<file path="src/rtl/code_lock_if.sv">
// code_lock_if: keypad-side and indicator-side signals of the code lock.
//   Keypad -> lock : key_valid, key_digit, key_clear, relock, prog_req
//   Lock -> drivers: locked, unlocked, error, lockout, prog_active,
//                    prog_done, fail_cnt
// The master modport is the keypad/controller side; slave is the lock.
// DIGIT_W and MAX_TRIES must match the parameters of the attached lock.
interface code_lock_if #(
    parameter int DIGIT_W   = 4,
    parameter int MAX_TRIES = 3
);
    logic                             key_valid;
    logic [DIGIT_W-1:0]               key_digit;
    logic                             key_clear;
    logic                             relock;
    logic                             prog_req;
    logic                             locked;
    logic                             unlocked;
    logic                             error;
    logic                             lockout;
    logic                             prog_active;
    logic                             prog_done;
    logic [$clog2(MAX_TRIES+1)-1:0]   fail_cnt;

    modport master (
        output key_valid, key_digit, key_clear, relock, prog_req,
        input  locked, unlocked, error, lockout, prog_active, prog_done, fail_cnt
    );

    modport slave (
        input  key_valid, key_digit, key_clear, relock, prog_req,
        output locked, unlocked, error, lockout, prog_active, prog_done, fail_cnt
    );
endinterface

</file>
<file path="src/rtl/code_lock.sv">
// code_lock: reprogrammable keypad code lock with failed-attempt lockout,
// timed relock and a programming mode.
//   clk  : clock
//   rst  : asynchronous reset, active-low
//   bus  : code_lock_if.slave (keypad strobes in, indicator outputs out)
// Digit i of the code is code[i*DIGIT_W +: DIGIT_W]; digit 0 is keyed first.
// All outputs are registered, so a response shows up the cycle after the
// key strobe that caused it.
module code_lock #(
    parameter int DIGIT_W     = 4,
    parameter int CODE_LEN    = 4,
    parameter int MAX_TRIES   = 3,
    parameter int UNLOCK_CYC  = 500,
    parameter int LOCKOUT_CYC = 1000,
    parameter logic [CODE_LEN*DIGIT_W-1:0] DEFAULT_CODE = 16'h4321
) (
    input  logic        clk,
    input  logic        rst,
    code_lock_if.slave  bus
);
    localparam int CODE_W  = CODE_LEN * DIGIT_W;
    localparam int IDX_W   = (CODE_LEN > 1) ? $clog2(CODE_LEN) : 1;
    localparam int FC_W    = $clog2(MAX_TRIES + 1);
    localparam int TMR_MAX = (UNLOCK_CYC > LOCKOUT_CYC) ? UNLOCK_CYC : LOCKOUT_CYC;
    localparam int TMR_W   = $clog2(TMR_MAX + 1);

    localparam logic [IDX_W-1:0] LAST_IDX  = IDX_W'(CODE_LEN - 1);
    localparam logic [FC_W-1:0]  FC_MAX    = FC_W'(MAX_TRIES);
    localparam logic [FC_W-1:0]  FC_LAST   = FC_W'(MAX_TRIES - 1);
    localparam logic [TMR_W-1:0] T_UNLOCK  = TMR_W'(UNLOCK_CYC);
    localparam logic [TMR_W-1:0] T_LOCKOUT = TMR_W'(LOCKOUT_CYC);

    typedef enum logic [1:0] {S_LOCKED, S_UNLOCKED, S_LOCKOUT, S_PROG} state_t;

    state_t             state, state_nxt;
    logic [IDX_W-1:0]   idx;
    logic               mismatch;
    logic [TMR_W-1:0]   timer;
    logic [FC_W-1:0]    fail_cnt;
    logic [CODE_W-1:0]  code;
    logic [CODE_W-1:0]  shadow;
    logic [CODE_W-1:0]  shadow_wr;

    logic locked_r, unlocked_r, error_r, lockout_r, prog_active_r, prog_done_r;
    logic locked_nxt, lockout_nxt, prog_active_nxt, error_nxt, prog_done_nxt;

    function automatic logic [DIGIT_W-1:0] digit_at(input logic [CODE_W-1:0] c,
                                                    input logic [IDX_W-1:0]  i);
        digit_at = '0;
        for (int k = 0; k < CODE_LEN; k++)
            if (i == IDX_W'(k)) digit_at = c[k*DIGIT_W +: DIGIT_W];
    endfunction

    // key_clear always beats a simultaneous digit.
    logic key_take, last_key, digit_miss, timer_exp;
    logic entry_ok, entry_bad, commit;

    assign key_take   = bus.key_valid & ~bus.key_clear;
    assign last_key   = key_take & (idx == LAST_IDX);
    assign digit_miss = mismatch | (bus.key_digit != digit_at(code, idx));
    assign timer_exp  = (timer <= TMR_W'(1));
    assign entry_ok   = (state == S_LOCKED) & last_key & ~digit_miss;
    assign entry_bad  = (state == S_LOCKED) & last_key &  digit_miss;
    assign commit     = (state == S_PROG)   & last_key;

    // Shadow value with the current digit merged in; committed as-is on the
    // final digit so the new code is usable on the very next entry.
    always_comb begin
        shadow_wr = shadow;
        for (int k = 0; k < CODE_LEN; k++)
            if (idx == IDX_W'(k)) shadow_wr[k*DIGIT_W +: DIGIT_W] = bus.key_digit;
    end

    // State register
    always_ff @(posedge clk or negedge rst) begin
        if (!rst) state <= S_LOCKED;
        else      state <= state_nxt;
    end

    // Next-state logic
    always_comb begin
        state_nxt = state;
        case (state)
            S_LOCKED: begin
                if (entry_ok)
                    state_nxt = S_UNLOCKED;
                else if (entry_bad && fail_cnt >= FC_LAST)
                    state_nxt = S_LOCKOUT;
            end
            S_UNLOCKED: begin
                // relock has priority over prog_req, both over expiry.
                if (bus.relock)        state_nxt = S_LOCKED;
                else if (bus.prog_req) state_nxt = S_PROG;
                else if (timer_exp)    state_nxt = S_LOCKED;
            end
            S_PROG: begin
                // A final digit landing on the last cycle still commits.
                if (commit || timer_exp) state_nxt = S_LOCKED;
            end
            S_LOCKOUT: begin
                if (timer_exp) state_nxt = S_LOCKED;
            end
            default: state_nxt = S_LOCKED;
        endcase
    end

    // Output logic (next values of the registered indicators)
    always_comb begin
        locked_nxt      = (state_nxt == S_LOCKED) || (state_nxt == S_LOCKOUT);
        lockout_nxt     = (state_nxt == S_LOCKOUT);
        prog_active_nxt = (state_nxt == S_PROG);
        error_nxt       = entry_bad;
        prog_done_nxt   = commit;
    end

    always_ff @(posedge clk or negedge rst) begin
        if (!rst) begin
            idx           <= '0;
            mismatch      <= 1'b0;
            timer         <= '0;
            fail_cnt      <= '0;
            code          <= DEFAULT_CODE;
            locked_r      <= 1'b1;
            unlocked_r    <= 1'b0;
            error_r       <= 1'b0;
            lockout_r     <= 1'b0;
            prog_active_r <= 1'b0;
            prog_done_r   <= 1'b0;
        end else begin
            // Any state change or a rejected entry restarts digit collection.
            if (state_nxt != state || entry_bad) begin
                idx      <= '0;
                mismatch <= 1'b0;
            end else if ((state == S_LOCKED || state == S_PROG) && bus.key_clear) begin
                idx      <= '0;
                mismatch <= 1'b0;
            end else if ((state == S_LOCKED || state == S_PROG) && bus.key_valid) begin
                idx      <= idx + IDX_W'(1);
                mismatch <= digit_miss;
            end

            if (state_nxt == S_LOCKOUT && state != S_LOCKOUT)
                timer <= T_LOCKOUT;
            else if ((state_nxt == S_UNLOCKED && state != S_UNLOCKED) ||
                     (state_nxt == S_PROG && state != S_PROG))
                timer <= T_UNLOCK;
            else if (timer != '0)
                timer <= timer - TMR_W'(1);

            if (entry_ok)
                fail_cnt <= '0;
            else if (entry_bad && fail_cnt != FC_MAX)
                fail_cnt <= fail_cnt + FC_W'(1);
            else if (state == S_LOCKOUT && state_nxt == S_LOCKED)
                fail_cnt <= '0;

            if (commit) code <= shadow_wr;

            locked_r      <= locked_nxt;
            unlocked_r    <= ~locked_nxt;
            error_r       <= error_nxt;
            lockout_r     <= lockout_nxt;
            prog_active_r <= prog_active_nxt;
            prog_done_r   <= prog_done_nxt;
        end
    end

    // The shadow is pure data: every slot is rewritten before a commit.
    always_ff @(posedge clk) begin
        if (state == S_PROG && key_take) shadow <= shadow_wr;
    end

    assign bus.locked      = locked_r;
    assign bus.unlocked    = unlocked_r;
    assign bus.error       = error_r;
    assign bus.lockout     = lockout_r;
    assign bus.prog_active = prog_active_r;
    assign bus.prog_done   = prog_done_r;
    assign bus.fail_cnt    = fail_cnt;
endmodule

</file>
<file path="src/flat_wrapper.sv">
// flat-port wrapper written by rule: the top's interface ports become plain ports
module code_lock_flat 
#(
    parameter int DIGIT_W     = 4,
    parameter int CODE_LEN    = 4,
    parameter int MAX_TRIES   = 3,
    parameter int UNLOCK_CYC  = 500,
    parameter int LOCKOUT_CYC = 1000,
    parameter logic [CODE_LEN*DIGIT_W-1:0] DEFAULT_CODE = 16'h4321
)
  (clk, rst, bus_key_valid, bus_key_digit, bus_key_clear, bus_relock, bus_prog_req, bus_locked, bus_unlocked, bus_error, bus_lockout, bus_prog_active, bus_prog_done, bus_fail_cnt);
  code_lock_if #(.DIGIT_W(DIGIT_W), .MAX_TRIES(MAX_TRIES)) bus_i ();
  input  logic clk;
  input  logic rst;
  input wire logic [$bits(bus_i.key_valid)-1:0] bus_key_valid;
  input wire logic [$bits(bus_i.key_digit)-1:0] bus_key_digit;
  input wire logic [$bits(bus_i.key_clear)-1:0] bus_key_clear;
  input wire logic [$bits(bus_i.relock)-1:0] bus_relock;
  input wire logic [$bits(bus_i.prog_req)-1:0] bus_prog_req;
  output wire logic [$bits(bus_i.locked)-1:0] bus_locked;
  output wire logic [$bits(bus_i.unlocked)-1:0] bus_unlocked;
  output wire logic [$bits(bus_i.error)-1:0] bus_error;
  output wire logic [$bits(bus_i.lockout)-1:0] bus_lockout;
  output wire logic [$bits(bus_i.prog_active)-1:0] bus_prog_active;
  output wire logic [$bits(bus_i.prog_done)-1:0] bus_prog_done;
  output wire logic [$bits(bus_i.fail_cnt)-1:0] bus_fail_cnt;
  assign bus_i.key_valid = bus_key_valid;
  assign bus_i.key_digit = bus_key_digit;
  assign bus_i.key_clear = bus_key_clear;
  assign bus_i.relock = bus_relock;
  assign bus_i.prog_req = bus_prog_req;
  assign bus_locked = bus_i.locked;
  assign bus_unlocked = bus_i.unlocked;
  assign bus_error = bus_i.error;
  assign bus_lockout = bus_i.lockout;
  assign bus_prog_active = bus_i.prog_active;
  assign bus_prog_done = bus_i.prog_done;
  assign bus_fail_cnt = bus_i.fail_cnt;
  code_lock #(.DIGIT_W(DIGIT_W), .CODE_LEN(CODE_LEN), .MAX_TRIES(MAX_TRIES), .UNLOCK_CYC(UNLOCK_CYC), .LOCKOUT_CYC(LOCKOUT_CYC), .DEFAULT_CODE(DEFAULT_CODE)) u_core (.clk(clk), .rst(rst), .bus(bus_i));
endmodule
</file>
<file path="config.mk">
export PLATFORM = sky130hd
export DESIGN_NAME = code_lock_flat
export DESIGN_NICKNAME = d
export VERILOG_FILES = /design/src/rtl/code_lock_if.sv /design/src/rtl/code_lock.sv /design/src/flat_wrapper.sv
export SDC_FILE = /design/constraint.sdc
export NUM_CORES = 1
export LEC_CHECK = 0
export ABC_AREA = 1
export CAP_MARGIN = 20
export CORE_MARGIN = 2
export CORE_UTILIZATION = 59
export CTS_CLUSTER_SIZE = 40
export DETAILED_ROUTE_END_ITERATION = 10
export GPL_TIMING_DRIVEN = 1
export HOLD_SLACK_MARGIN = 0.15
export PLACE_DENSITY = 0.84
export SETUP_SLACK_MARGIN = 0.15
export SLEW_MARGIN = 25
export SYNTH_ARGS = -nofsm -noshare
export SYNTH_HDL_FRONTEND = slang
export SYNTH_SLANG_ARGS = --single-unit
</file>
<file path="constraint.sdc">
create_clock -name clk -period 3 [get_ports clk]
set_clock_uncertainty 0.05 [all_clocks]
set_input_delay 0.6 -clock clk [delete_from_list [all_inputs] [get_ports clk]]
set_output_delay 0.6 -clock clk [all_outputs]
set_load 0.01 [all_outputs]
</file>
==> run_results.csv, run 1 <==
group,metric,value,unit
status,status,"finished, final reports clean",
placement,placed_area,2990,µm²
flow_run,maxCapViolCount,0,
clocking,cts-root-buf,"clkbuf_8",
synthesis,syn_inst,327,
final_layout,area_growth,12.3,%
sta,finalSetupTns,0,ns
worst_setup_path,crit_fanout,9,
placement,gp_congestion,0.869,
sta,slew_viol_final,0,
synthesis,ys_warn_count,0,
placement,place_ws,0.365,ns
synthesis,synthAdderAreaFrac,6.34,%
clocking,clockBufferDepth,2,
power_and_ir_drop,irDropWorstVdd,0.000377,V
worst_setup_path,crit_required,3.15,ns
clocking,ctsHoldBuffers,0,
route,vias,2126,
synthesis,synth_top_family_by_area,"simple AND/OR/NAND/NOR gates",
worst_setup_path,setup.worst_path.end_class,"flip-flop",
floorplanning,pin_count,18,
route,drc,0,
power_and_ir_drop,powerDensity,720,nW/µm²
sta,min_period_over_period,86.0,%
global_route,grtUsageTotal,23.7,%
final_layout,final_core_util,69.8,%
clocking,cts_made_buffers,5,
route,drt_iter0_drc,83,
worst_setup_path,ff2ff_path_depth,20,
placement,portBuffers,17,
synthesis,synth.avg_cell_area,8.44,µm²
power_and_ir_drop,p_leak,1.48,nW
floorplanning,start_util,62.1,%
sta,worst_slack,0.421,ns
min_path,min_path_type,"in -> async",
worst_setup_path,path_class,"reg -> reg",
route,routed_wl,5460,µm
synthesis,synth_seq_area_share,47.8,%
synthesis,syn_nets,351,
route,vias_per_cell,5.30,
route,firstDrtPassIters,4,
synthesis,ys_types,32,
clocking,cts_tree,"done",
final_layout,finalNetCount,372,
sta,relSlewSlack,44.7,%
clocking,cts_max_level,2,
floorplanning,die_height,72.4,µm
final_layout,postLayoutCellArea,3100,µm²
worst_setup_path,cp.arrival,2.73,ns
synthesis,synth_simple_gate_area_share,29.1,%
sta,setup_viol,0,
route,antenna_left,0,
placement,hpwl,4000,µm
clocking,clk_latency,0.30,ns
final_layout,num-fill-cells,363,
synthesis,synth_compound_area_share,7.16,%
synthesis,synthMuxAreaShare,0.816,%
worst_setup_path,worstReg2RegEnd,"u_core.timer[0]",
global_route,grt_first_pass_wirelength,9650,µm
worst_setup_path,regToRegSetupSlack,0.42,ns
floorplanning,row_count,24,
synthesis,netlist_area,2760,µm²
sta,max_slew.worst_pin.slew,0.829,ns
clocking,numClockSinks,50,
final_layout,diodes,0,
global_route,antenna_found_initial,0,
floorplanning,core,4440,µm²
route,routedWlPerCell,13.6,µm
global_route,grt_start_max_net_pins,39,
final_layout,drive_gt1_share,13.5,%
sta,max_clock_freq,0.388,GHz
synthesis,synth_top_area_share,29.0,%
synthesis,synth_seq_cells,50,
clocking,cts_setup_buffers,0,
global_route,grt_overflow,0,
synthesis,yosys.area.top_type,"dfrtp_1",
worst_setup_path,rr_startpoint,"u_core.idx[0]",
floorplanning,dieArea,5240,µm²
floorplanning,dieWidth,72.4,µm
sta,final_hold_viol_count,0,
global_route,grt_pass1_vias,2185,
synthesis,synthTopCellsByArea,"dfrtp_1 (29%), nand2_1 (14%), edfxtp_1 (13%)",
sta,rsz0062_at_grt,"no",
synthesis,synthXorXnorAreaFrac,2.85,%
clocking,clkSlewWorstSetupHoldPaths,0.09,ns
worst_setup_path,cp-start-kind,"flip-flop",
sta,min_period,2.58,ns
## cells in the final DEF, fill, tap and decap left out, types with 3 or more instances in the layout
master             n
nand2_1          103
dfrtp_1           32
inv_1             31
nor2_1            24
nand3_1           18
o21ai_0           16
clkdlybuf4s50_1   16
a21oi_1           13
ha_1              12
edfxtp_1          12
inv_2              6
dfstp_2            6
nand2_2            5
nor3_1             5
xor2_1             5
clkbuf_8           5
nand2_4            4
xnor2_1            4
o211ai_1           3
buf_4              3
## cells in the mapped netlist
| master | n |
|---|---|
| nand3_4 | 2 |
| o211ai_1 | 3 |
| inv_1 | 31 |
| nand2_4 | 4 |
| xor2_1 | 5 |
| inv_2 | 6 |
| nor4_1 | 1 |
| mux2_2 | 2 |
| xnor2_1 | 4 |
| o31ai_1 | 1 |
| nor2_1 | 24 |
| nand2_1 | 103 |
| nand3_2 | 1 |
| edfxtp_1 | 12 |
| nand4_1 | 1 |
| nor2_4 | 2 |
| dfrtp_1 | 32 |
| nand2_2 | 5 |
| a21oi_4 | 1 |
| buf_2 | 3 |
| o21ai_0 | 16 |
| nand3_1 | 18 |
| nand3b_1 | 2 |
| a21oi_1 | 13 |
| nor3_1 | 5 |
| nor3b_1 | 2 |
| ha_1 | 14 |
| dfstp_2 | 6 |
| clkbuf_1 | 3 |
| or2_2 | 2 |
| a31oi_1 | 1 |
| nor2_2 | 2 |
## cell type report
cell class	count	area, µm²	area share [%]
clock inverters	3	40.0	1.29
inverters	37	139	4.48
clock buffers	5	68.8	2.22
flip-flops and latches	50	1320	42.5
well taps	52	65.1	2.10
repair buffers	20	188	6.05
multi-input cells	234	1280	41.3
## sequential cells by signal, summed over array words and instances (netlist names)
register and cells:
u_core.bus.error 1, u_core.bus.fail_cnt 2, u_core.bus.locked 1, u_core.bus.lockout 1, u_core.bus.prog_active 1, u_core.bus.prog_done 1, u_core.code 16, u_core.idx 2
u_core.mismatch 1, u_core.shadow 12, u_core.state 2, u_core.timer 10
## where the power goes
part | internal (mW) | leakage, nW | switching [mW]
clock | 0.246 | 0.0579 | 0.216
sequential | 0.799 | 0.561 | 0.0864
combinational | 0.334 | 0.858 | 0.553
total | 1.38 | 1.48 | 0.855
## metal layers
layer / part of all wire, % / global-route usage [%]
met5: 0 / 0
met4: 2.1 / 9.47
met3: 3.0 / 3.75
met2: 49 / 40.2
met1: 46 / 30.5
## cell families after synthesis
group,Yosys count
compound gates,35
xor+xnor,9
fa+ha+maj,14
buf+inv,43
flops,50
mux,2
simple gates,174
## through the flow
step	hold slack (ns)	instances	total power, mW
6_report	0.347	401	2.23
3_5_place_dp	0.416	393	1.77
3_3_place_gp	0.409	393	1.74
4_1_cts	0.375	401	2.24
2_1_floorplan	0.254	327	1.54
5_1_grt	0.419	401	2.39
## worst max-delay path, cell delays in order (launching register included)
cell     delay, ns
dfrtp_1       0.42
inv_1         0.09
ha_1          0.32
inv_2         0.18
nand3_1       0.10
nand2_1       0.10
nand2_1       0.06
nand2_1       0.05
nand2_1       0.08
nor2_2        0.16
nand2_2       0.08
nand3_2       0.08
nand2_2       0.08
nand2_2       0.09
nand2_4       0.09
nor2_4        0.11
nand2_4       0.08
nand2_4       0.09
inv_2         0.06
nand2_1       0.06
nor2_1        0.04
## worst max path at each step
stage,startpoint,endpoint
floorplan,u_core.idx[0],u_core.timer[0]
CTS,u_core.idx[0],u_core.timer[0]
finish,u_core.idx[0],u_core.timer[0]
detailed placement,bus_key_valid,u_core.timer[0]
global placement,bus_key_valid,u_core.timer[3]
global route,u_core.idx[0],u_core.timer[0]
## what timing repair did
| item | CTS | global route |
|---|---|---|
| gates resized for setup | 0 | 2 |
| setup endpoints to repair | 0 | 14 |
| hold endpoints to repair | 0 | 0 |
Note: power is estimated with default switching activity, not from simulation.
==> inputs of run 2 (changes only) <==
- CORE_UTILIZATION: 59 -> 35
- GPL_TIMING_DRIVEN: 1 -> 0
- PLACE_DENSITY: 0.84 -> 0.56
- TNS_END_PERCENT: default -> 1
==> run_results.csv, run 2 (synthesis results as in run 1) <==
group,metric,value,unit
status,status,"finished, final reports clean",
floorplanning,row_count,32,
route,vias,2104,
clocking,ctsHoldBuffers,0,
global_route,busiest_layer,"met2",
sta,min_period_over_period,86.4,%
worst_setup_path,crit_fanout,10,
global_route,gr-usage-met2,24.0,%
sta,slew_viol_final,0,
route,firstDrtPassIters,4,
global_route,antenna_found_initial,0,
floorplanning,core,7690,µm²
final_layout,final_common_cell,"nand2_1",
global_route,grt_use_met1,19.8,%
global_route,grt_use_met3,2.69,%
worst_setup_path,ff2ff_path_depth,21,
route,drt_iter0_drc,81,
sta,worst_slack,0.409,ns
final_layout,final_core_util,42.1,%
placement,placed_cells,447,
power_and_ir_drop,irDropWorstVdd,0.000400,V
worst_setup_path,slowest_stage,"dfrtp_1",
worst_setup_path,cp_cell_sequence,"inv_1, ha_2, inv_2, nand2_1, nand3_1, nand2_1, nand2_1, nand2_1, nand2_1, nor2_2, nand2_2, nand3_2, nand2_2, nand2_2, nand2_4, nor2_4, nand2_4, nand2_4, inv_2, nand2_1, nor2_1",
route,routedWlPerCell,12.4,µm
clocking,cts_tree,"done",
min_path,min_path_type,"in -> async",
final_layout,largest_reg_flops,16,
global_route,grt_first_pass_wirelength,9920,µm
worst_setup_path,worstReg2RegEnd,"u_core.timer[0]",
clocking,clockBufferDepth,2,
worst_setup_path,setup.worst_path.end_class,"flip-flop",
placement,hpwl,4140,µm
sta,worst_hold_slack,0.232,ns
global_route,grt_overflow,0,
worst_setup_path,startpoint,"u_core.idx[1]",
clocking,cts-root-buf,"clkbuf_8",
worst_setup_path,cp-start-kind,"flip-flop",
final_layout,top_register,"u_core.code",
clocking,numClockSinks,50,
route,antenna_left,0,
worst_setup_path,cp-endpoint,"u_core.timer[0]",
route,vias_per_cell,4.61,
global_route,grt_start_max_net_pins,23,
worst_setup_path,cp.arrival,2.75,ns
placement,place_ws,0.283,ns
floorplanning,start_util,35.9,%
sta,final_hold_viol_count,0,
global_route,grt_pass1_vias,2097,
final_layout,drive_gt1_share,13.8,%
worst_setup_path,crit_required,3.15,ns
final_layout,top_regs,"u_core.code: 16 flops, u_core.shadow: 12 flops, u_core.timer: 10 flops",
placement,portBuffers,17,
final_layout,area_growth,17.2,%
power_and_ir_drop,powerDensity,726,nW/µm²
global_route,grtUsageTotal,14.6,%
sta,max_clock_freq,0.386,GHz
sta,setup_viol,0,
worst_setup_path,regToRegSetupSlack,0.41,ns
sta,finalSetupTns,0,ns
sta,rsz0062_at_grt,"no",
final_layout,fin_cells,456,
flow_run,maxCapViolCount,0,
floorplanning,pin_count,18,
floorplanning,die_height,92.8,µm
placement,gp_congestion,0.767,
clocking,cts_max_level,2,
worst_setup_path,cpPeakStageDelay,0.41,ns
route,routed_wl,5670,µm
sta,min_period,2.59,ns
final_layout,finalNetCount,377,
clocking,clkSlewWorstSetupHoldPaths,0.09,ns
sta,max_slew.worst_pin.slew,0.696,ns
worst_setup_path,path_class,"reg -> reg",
sta,relSlewSlack,53.6,%
floorplanning,dieWidth,92.8,µm
clocking,clk_latency,0.30,ns
worst_setup_path,rr_startpoint,"u_core.idx[1]",
route,drc,0,
final_layout,diodes,0,
power_and_ir_drop,p_leak,1.51,nW
floorplanning,dieArea,8620,µm²
clocking,cts_made_buffers,5,
final_layout,layout_common_cells,"nand2_1 (103), dfrtp_1 (32), inv_1 (31)",
worst_setup_path,path_common_cell,"nand2_1",
[run 2: changes by cell type in the layout (fill, tap and decap cells not counted)]
cell,before,now
ha_2,2,1
buf_16,0,1
clkbuf_1,0,3
buf_2,1,4
clkinv_2,2,0
nor2_1,24,23
nor2_2,2,3
bufinv_16,1,2
buf_4,3,1
ha_1,12,13
clkbuf_8,5,6
[run 2: worst min path at each step]
stage / endpoint / startpoint / slack, ns / cells after the start
finish: u_core.bus.prog_done / rst / 0.23 / 1
CTS: u_core.code[15] / rst / 0.27 / 1
detailed placement: u_core.code[9] / u_core.code[9] / 0.41 / 2
global placement: u_core.code[9] / u_core.code[9] / 0.41 / 2
global route: u_core.code[15] / rst / 0.29 / 1
floorplan: u_core.bus.error / rst / 0.25 / 0
[run 2: timing repair]
item	CTS	global route
setup endpoints to repair	0	12
buffers inserted	0	1
gates resized for setup	0	1
[run 2: metal layers]
layer	wire length, µm	vias up
li1	-	1088
met1	2780	981
met2	2630	29
met3	188	6
met4	64	0
met5	0	-
[run 2: worst max-delay path: cells and delay by family, from the launching register on]
family	cells	cell delay [ns]
and+or+nand+nor	17	1.45
adders and majority gates	1	0.29
buffers and inverters	3	0.30
DFF	1	0.41
[run 2: cell type report]
class / instances / area [µm²]
well taps: 102 / 128
clock buffers: 6 / 82.6
flip-flops and latches: 50 / 1320
multi-input cells: 234 / 1280
repair buffers: 19 / 200
inverters: 37 / 139
plain buffers: 6 / 26.3
fillers: 794 / 4450
clock inverters: 2 / 60.1
[run 2: stage by stage]
step           area [µm²]  power [mW]
6_report             3240        2.35
5_1_grt              3240        2.55
4_1_cts              3230        2.38
3_5_place_dp         3080        1.78
3_3_place_gp         3060        1.76
2_1_floorplan        2760        1.54
[run 2: report_power, final]
group | internal, mW | switching (mW)
Clock | 0.356 | 0.228
Sequential | 0.800 | 0.0822
Combinational | 0.339 | 0.546
==> inputs of run 3 (changes only) <==
- CORE_MARGIN: 2 -> default
==> run_results.csv, run 3 (synthesis results as in run 1) <==
group,metric,value,unit
power_and_ir_drop,powerDensity,705,nW/µm²
route,routed_wl,5770,µm
power_and_ir_drop,p_leak,1.50,nW
sta,rsz0062_at_grt,"no",
sta,max_slew.worst_pin.slew,0.685,ns
flow_run,maxCapViolCount,0,
clocking,clkSlewWorstSetupHoldPaths,0.10,ns
worst_setup_path,cp.arrival,2.76,ns
final_layout,top_register,"u_core.code",
global_route,grt_first_pass_wirelength,10100,µm
route,vias_per_cell,4.60,
worst_setup_path,path_class,"reg -> reg",
sta,slew_viol_final,0,
placement,gp_congestion,0.820,
sta,min_period,2.61,ns
sta,min_period_over_period,87.1,%
min_path,min_path_type,"reg -> reg",
power_and_ir_drop,p_total,2.28,mW
floorplanning,start_util,35.9,%
worst_setup_path,cp_cell_sequence,"inv_1, ha_1, buf_2, inv_2, nand3_1, nand2_1, nand2_1, nand2_1, nand2_1, nor2_4, nand2_2, nand3_2, nand2_2, nand2_2, nand2_4, nor2_4, nand2_4, nand2_4, inv_2, nand2_1, nor2_1",
clocking,clockBufferDepth,2,
floorplanning,dieWidth,90.8,µm
final_layout,finalNetCount,378,
worst_setup_path,crit_required,3.15,ns
power_and_ir_drop,irDropWorstVdd,0.000564,V
worst_setup_path,setup.worst_path.end_class,"flip-flop",
final_layout,final_common_cell,"nand2_1",
global_route,grtUsageTotal,15.4,%
route,antenna_left,0,
route,vias,2103,
placement,placed_area,3080,µm²
clocking,clk_latency,0.30,ns
placement,hpwl,4150,µm
placement,placed_cells,447,
floorplanning,row_count,32,
worst_setup_path,cpPeakStageDelay,0.44,ns
final_layout,largest_reg_flops,16,
power_and_ir_drop,p_seq_share,38.9,%
worst_setup_path,crit_fanout,9,
worst_setup_path,path_common_cell,"nand2_1",
final_layout,diodes,0,
final_layout,layout_common_cells,"nand2_1 (103), dfrtp_1 (32), inv_1 (31)",
clocking,cts_tree,"done",
sta,setup_viol,0,
sta,finalSetupTns,0,ns
worst_setup_path,slowest_stage,"dfrtp_1",
final_layout,top_regs,"u_core.code: 16 flops, u_core.shadow: 12 flops, u_core.timer: 10 flops",
worst_setup_path,rr_startpoint,"u_core.idx[0]",
clocking,cts_max_level,2,
sta,max_clock_freq,0.383,GHz
global_route,grt_pass1_vias,2132,
clocking,cts-root-buf,"clkbuf_8",
placement,portBuffers,17,
final_layout,postLayoutCellArea,3230,µm²
sta,final_hold_viol_count,0,
route,routedWlPerCell,12.6,µm
clocking,numClockSinks,50,
min_path,hp-start,"u_core.code[9]",
global_route,grt_start_max_net_pins,28,
worst_setup_path,cp-start-kind,"flip-flop",
sta,relSlewSlack,54.3,%
floorplanning,pin_count,18,
final_layout,area_growth,17.0,%
clocking,cts_made_buffers,5,
global_route,antenna_found_initial,0,
power_and_ir_drop,switching_share,38.7,%
floorplanning,dieArea,8250,µm²
power_and_ir_drop,comb_power_share,39.8,%
final_layout,area.sequential,1320,µm²
route,drc,0,
power_and_ir_drop,clkPwrFrac,21.3,%
power_and_ir_drop,p_switching,0.882,mW
floorplanning,die_height,90.8,µm
worst_setup_path,startpoint,"u_core.idx[0]",
final_layout,multi_input_area,1300,µm²
status,status,"finished, final reports clean",
floorplanning,core,7690,µm²
final_layout,drive_gt1_share,13.8,%
global_route,grt_overflow,0,
final_layout,fin_cells,457,
power_and_ir_drop,intPower,1.40,mW
final_layout,num-fill-cells,814,
route,firstDrtPassIters,4,
route,drt_iter0_drc,116,
==> run 3: repair_timing <==
item,4_1_cts,5_1_grt
setup buffers,0,1
endpoints found under the setup margin,0,15
resized for setup,0,5
endpoints found under the hold margin,10,0
hold buffers,1,0
==> run 3: power groups by stage <==
stage                     logic, mW  registers [mW]  clock network (mW)
after floorplan               0.653           0.891                   0
after detailed placement      0.886           0.897                   0
final                         0.907           0.887               0.485
after global placement        0.867           0.897                   0
after global routing           1.02           0.899               0.531
after CTS                     0.892           0.886               0.500
==> run 3: path summary, 6_finish.rpt <==
| path | depth (start not counted) | slack, ns | endpoint |
|---|---|---|---|
| max | 21 | 0.39 | u_core.timer[0] |
| min | 2 | 0.43 | u_core.code[9] |
| max reg2reg | 21 | 0.39 | u_core.timer[0] |
| min reg2reg | 2 | 0.43 | u_core.code[9] |
| max in group asynchronous | 3 | 1.71 | u_core.code[0] |
| min in group asynchronous | 2 | 0.67 | u_core.timer[4] |
==> run 3: metal layers <==
metal  global-route usage (%)  routed length [µm]  vias to the layer above
li1                         -                   -                     1092
met1                     21.1                2920                      977
met2                     24.9                2620                       30
met3                     3.03                 183                        4
met4                     4.10                  46                        0
met5                        0                   0                        -
==> run 3: per-stage QoR <==
stage | setup slack [ns] | util (%) | hold WS (ns)
floorplan | 0.774 | - | 0.254
CTS | 0.288 | 41.6 | 0.433
global route | 0.150 | 42.0 | 0.454
finish | 0.386 | 42.0 | 0.432
global placement | 0.159 | 39.8 | 0.408
detailed placement | 0.287 | 40.0 | 0.416
==> run 3: cell type report <==
| cell class | count | area share [%] |
|---|---|---|
| well taps | 102 | 3.95 |
| flip-flops and latches | 50 | 40.8 |
| repair buffers | 20 | 6.27 |
| multi-input cells | 234 | 40.3 |
| clock inverters | 3 | 1.36 |
| plain buffers | 6 | 0.890 |
| clock buffers | 5 | 2.13 |
| inverters | 37 | 4.30 |
==> run 3: critical path: cells and delay by family (launching register included) <==
family / cells / cell delay, ns
flip-flops: 1 / 0.44
adder cells (fa/ha/maj): 1 / 0.19
AND/OR/NAND/NOR: 16 / 1.34
buffers and inverters: 4 / 0.49
==> edit (settings of run 2) <==
Reset style: synchronous (`rst`), changed in 2 clocked blocks. Comments in the files are not updated.
--- a/src/rtl/code_lock.sv
+++ b/src/rtl/code_lock.sv
@@ -72,7 +72,7 @@
     end
 
     // State register
-    always_ff @(posedge clk or negedge rst) begin
+    always_ff @(posedge clk) begin
         if (!rst) state <= S_LOCKED;
         else      state <= state_nxt;
     end
@@ -113,7 +113,7 @@
         prog_done_nxt   = commit;
     end
 
-    always_ff @(posedge clk or negedge rst) begin
+    always_ff @(posedge clk) begin
         if (!rst) begin
             idx           <= '0;
             mismatch      <= 1'b0;
Behaviour: differs if rst is asserted again (counterexample within 10 cycles, from zero or initial values and one cycle with rst low); with rst held inactive, the same outputs for 10 cycles.
==> edit against run 2 <==
- area after synthesis shrank 6.5%
- final cell count grew 2.9%
- power down 13%
- design area shrank 6.8%
- critical path depth is 2 lower
- setup slack improved by 24 ps
- largest cell class is now multi-input gates
- highest routed layer unchanged
- critical endpoint is now u_core.timer[3]$_SDFFE_PN0P_
- routed wire length shrank 1.8%
- critical path type unchanged
- sequential cell count is the same
==> edit: results (changes against run 2) <==
* Status: complete, no violations
* Maximum VDD drop at 0.000217 V (-46%)
* Placer congestion estimate at 0.865 (+13%)
* Reg area at 1120 sq um (-15%)
* Grt met2 use at 0.227 (-0.0137)
* Most used DFF post-synth: dfxtp_1
* Comb power frac at 0.313 (-0.063)
* Crit path DAT at 2700 ps (-50 ps)
* Nonclk buf count at 25 (unchanged)
* Max stage delay cell, worst path: dfxtp_2
* #MultiIn Comb at 240 (+2.6%)
* Non-clk invs at 47 (+27%)
* Seq Cell Count at 50 (unchanged)
* Largest net degree at the start of global routing at 17 (-26%)
* Hpwl dp at 4060 um (-2.0%)
* Hold Slack at 414 ps (+182 ps)
* Post-synthesis mux area share at 0 (-0.00816)
* Met3 routed WL at 146 um (-22%)
* # clk buffers at 5 (-1)
* Synth top cells by count: 90 x nand2_1, 43 x inv_1, 38 x dfxtp_1
* Vias at 2169 (+3.1%)
* 1st-iter DRT viols at 97 (+20%)
* Synth Area in Compound Gates at 0.102 (+0.0302)
* Share of cells above drive strength 1 at 0.0865 (-0.0519)
* Clock buf/inv share at 0.0456 (+0.00154)
* Grt met1 use at 0.198 (about the same)
* R2R setup slack at 430 ps (+20 ps)
* # fillers at 792 (-0.25%)
* Die Area at 8080 sq um (-6.2%)
* Post-synthesis share of cell area spent on xor and xnor gates at 0.0305 (+0.00198)
* First-pass GRT wire length at 9480 um (-4.5%)
* Sw Pwr at 0.684 mW (-20%)
* Crit Reg-Reg Endpoint: u_core.timer[3]$_SDFFE_PN0P_
* Port bufs at 16 (-1)
* Global Route met3 Usage at 0.0302 (+0.00332)
* Slew headroom at 0.552 (+0.0162)
* Synth Area in Adders at 0.0630 (-0.000450)
* Post-Place Cell Area at 2870 sq um (-7.0%)
* Area occupied by multi-input gates at 1250 sq um (-2.7%)
* M1 wire length at 2940 um (+5.5%)
* Cell leakage power at 1.32 nW (-13%)
* Yosys cell types at 29 (-9.4%)
* R2R cell count at 19 (-9.5%)
* Seq/Total Area, Yosys at 0.434 (-0.0435)
* Sequential power share at 0.403 (+0.028)
* Hold Path Class: flop to flop
* Met2 wire len at 2410 um (-8.7%)
* Layout non-clock buf frac at 0.0692 (-0.000728)
* Final layout net count at 392 (+4.0%)
* Final wirelength at 5570 um (-1.8%)
* Largest regs: u_core.code (16), u_core.shadow (12), u_core.timer (10)
* Vias in the first global route at 2060 (-1.8%)
* H-tree levels at 2 (unchanged)
* PD cells at 677 nW/um^2 (-6.8%)
* Tot GR Track Use at 0.144 (-0.00218)
* Gates resized, CTS repair at 0 (unchanged)
* Hold path startpoint: u_core.code[6]$_SDFFE_PN0P_
* Main area contributors after synthesis: dfxtp_1 29%, edfxtp_1 14%, nand2_1 13%, ha_1 6.3%, inv_1 6.3%
* Slowest stage delay, CP at 380 ps (-30 ps)
[edit: changes by cell type after synthesis, moves of 10 or more]
cell	run 2	this run
nand3_1	18	28
dfrtp_1	32	0
nand2_1	103	90
o21ai_0	16	27
dfxtp_1	0	38
inv_1	31	43
[edit: metrics by stage]
step                total power [mW]  cells  worst slack, ps
detailed placement              1.47    461              236
global route                    2.19    469              152
floorplan                       1.34    346              756
CTS                             2.05    469              291
global placement                1.46    461              257
finish                          2.04    469              433
[edit: kinds of logic (layout without fill, tap and decap cells)]
kind of cell             after synthesis  in the layout
AO/OA/AOI/OAI                         51             51
XOR/XNOR                               9              9
adder cells (fa/ha/maj)               13             13
buffers and inverters                 56             80
flip-flops                            50             50
AND/OR/NAND/NOR                      167            167
[edit: critical path, delay by kind of cell, from the launching register on]
family	cells	cell delay (ps)
buffers and inverters	3	360
AND/OR/NAND/NOR	14	1330
flip-flops	1	380
adder cells (fa/ha/maj)	1	270
AO/OA/AOI/OAI	1	60
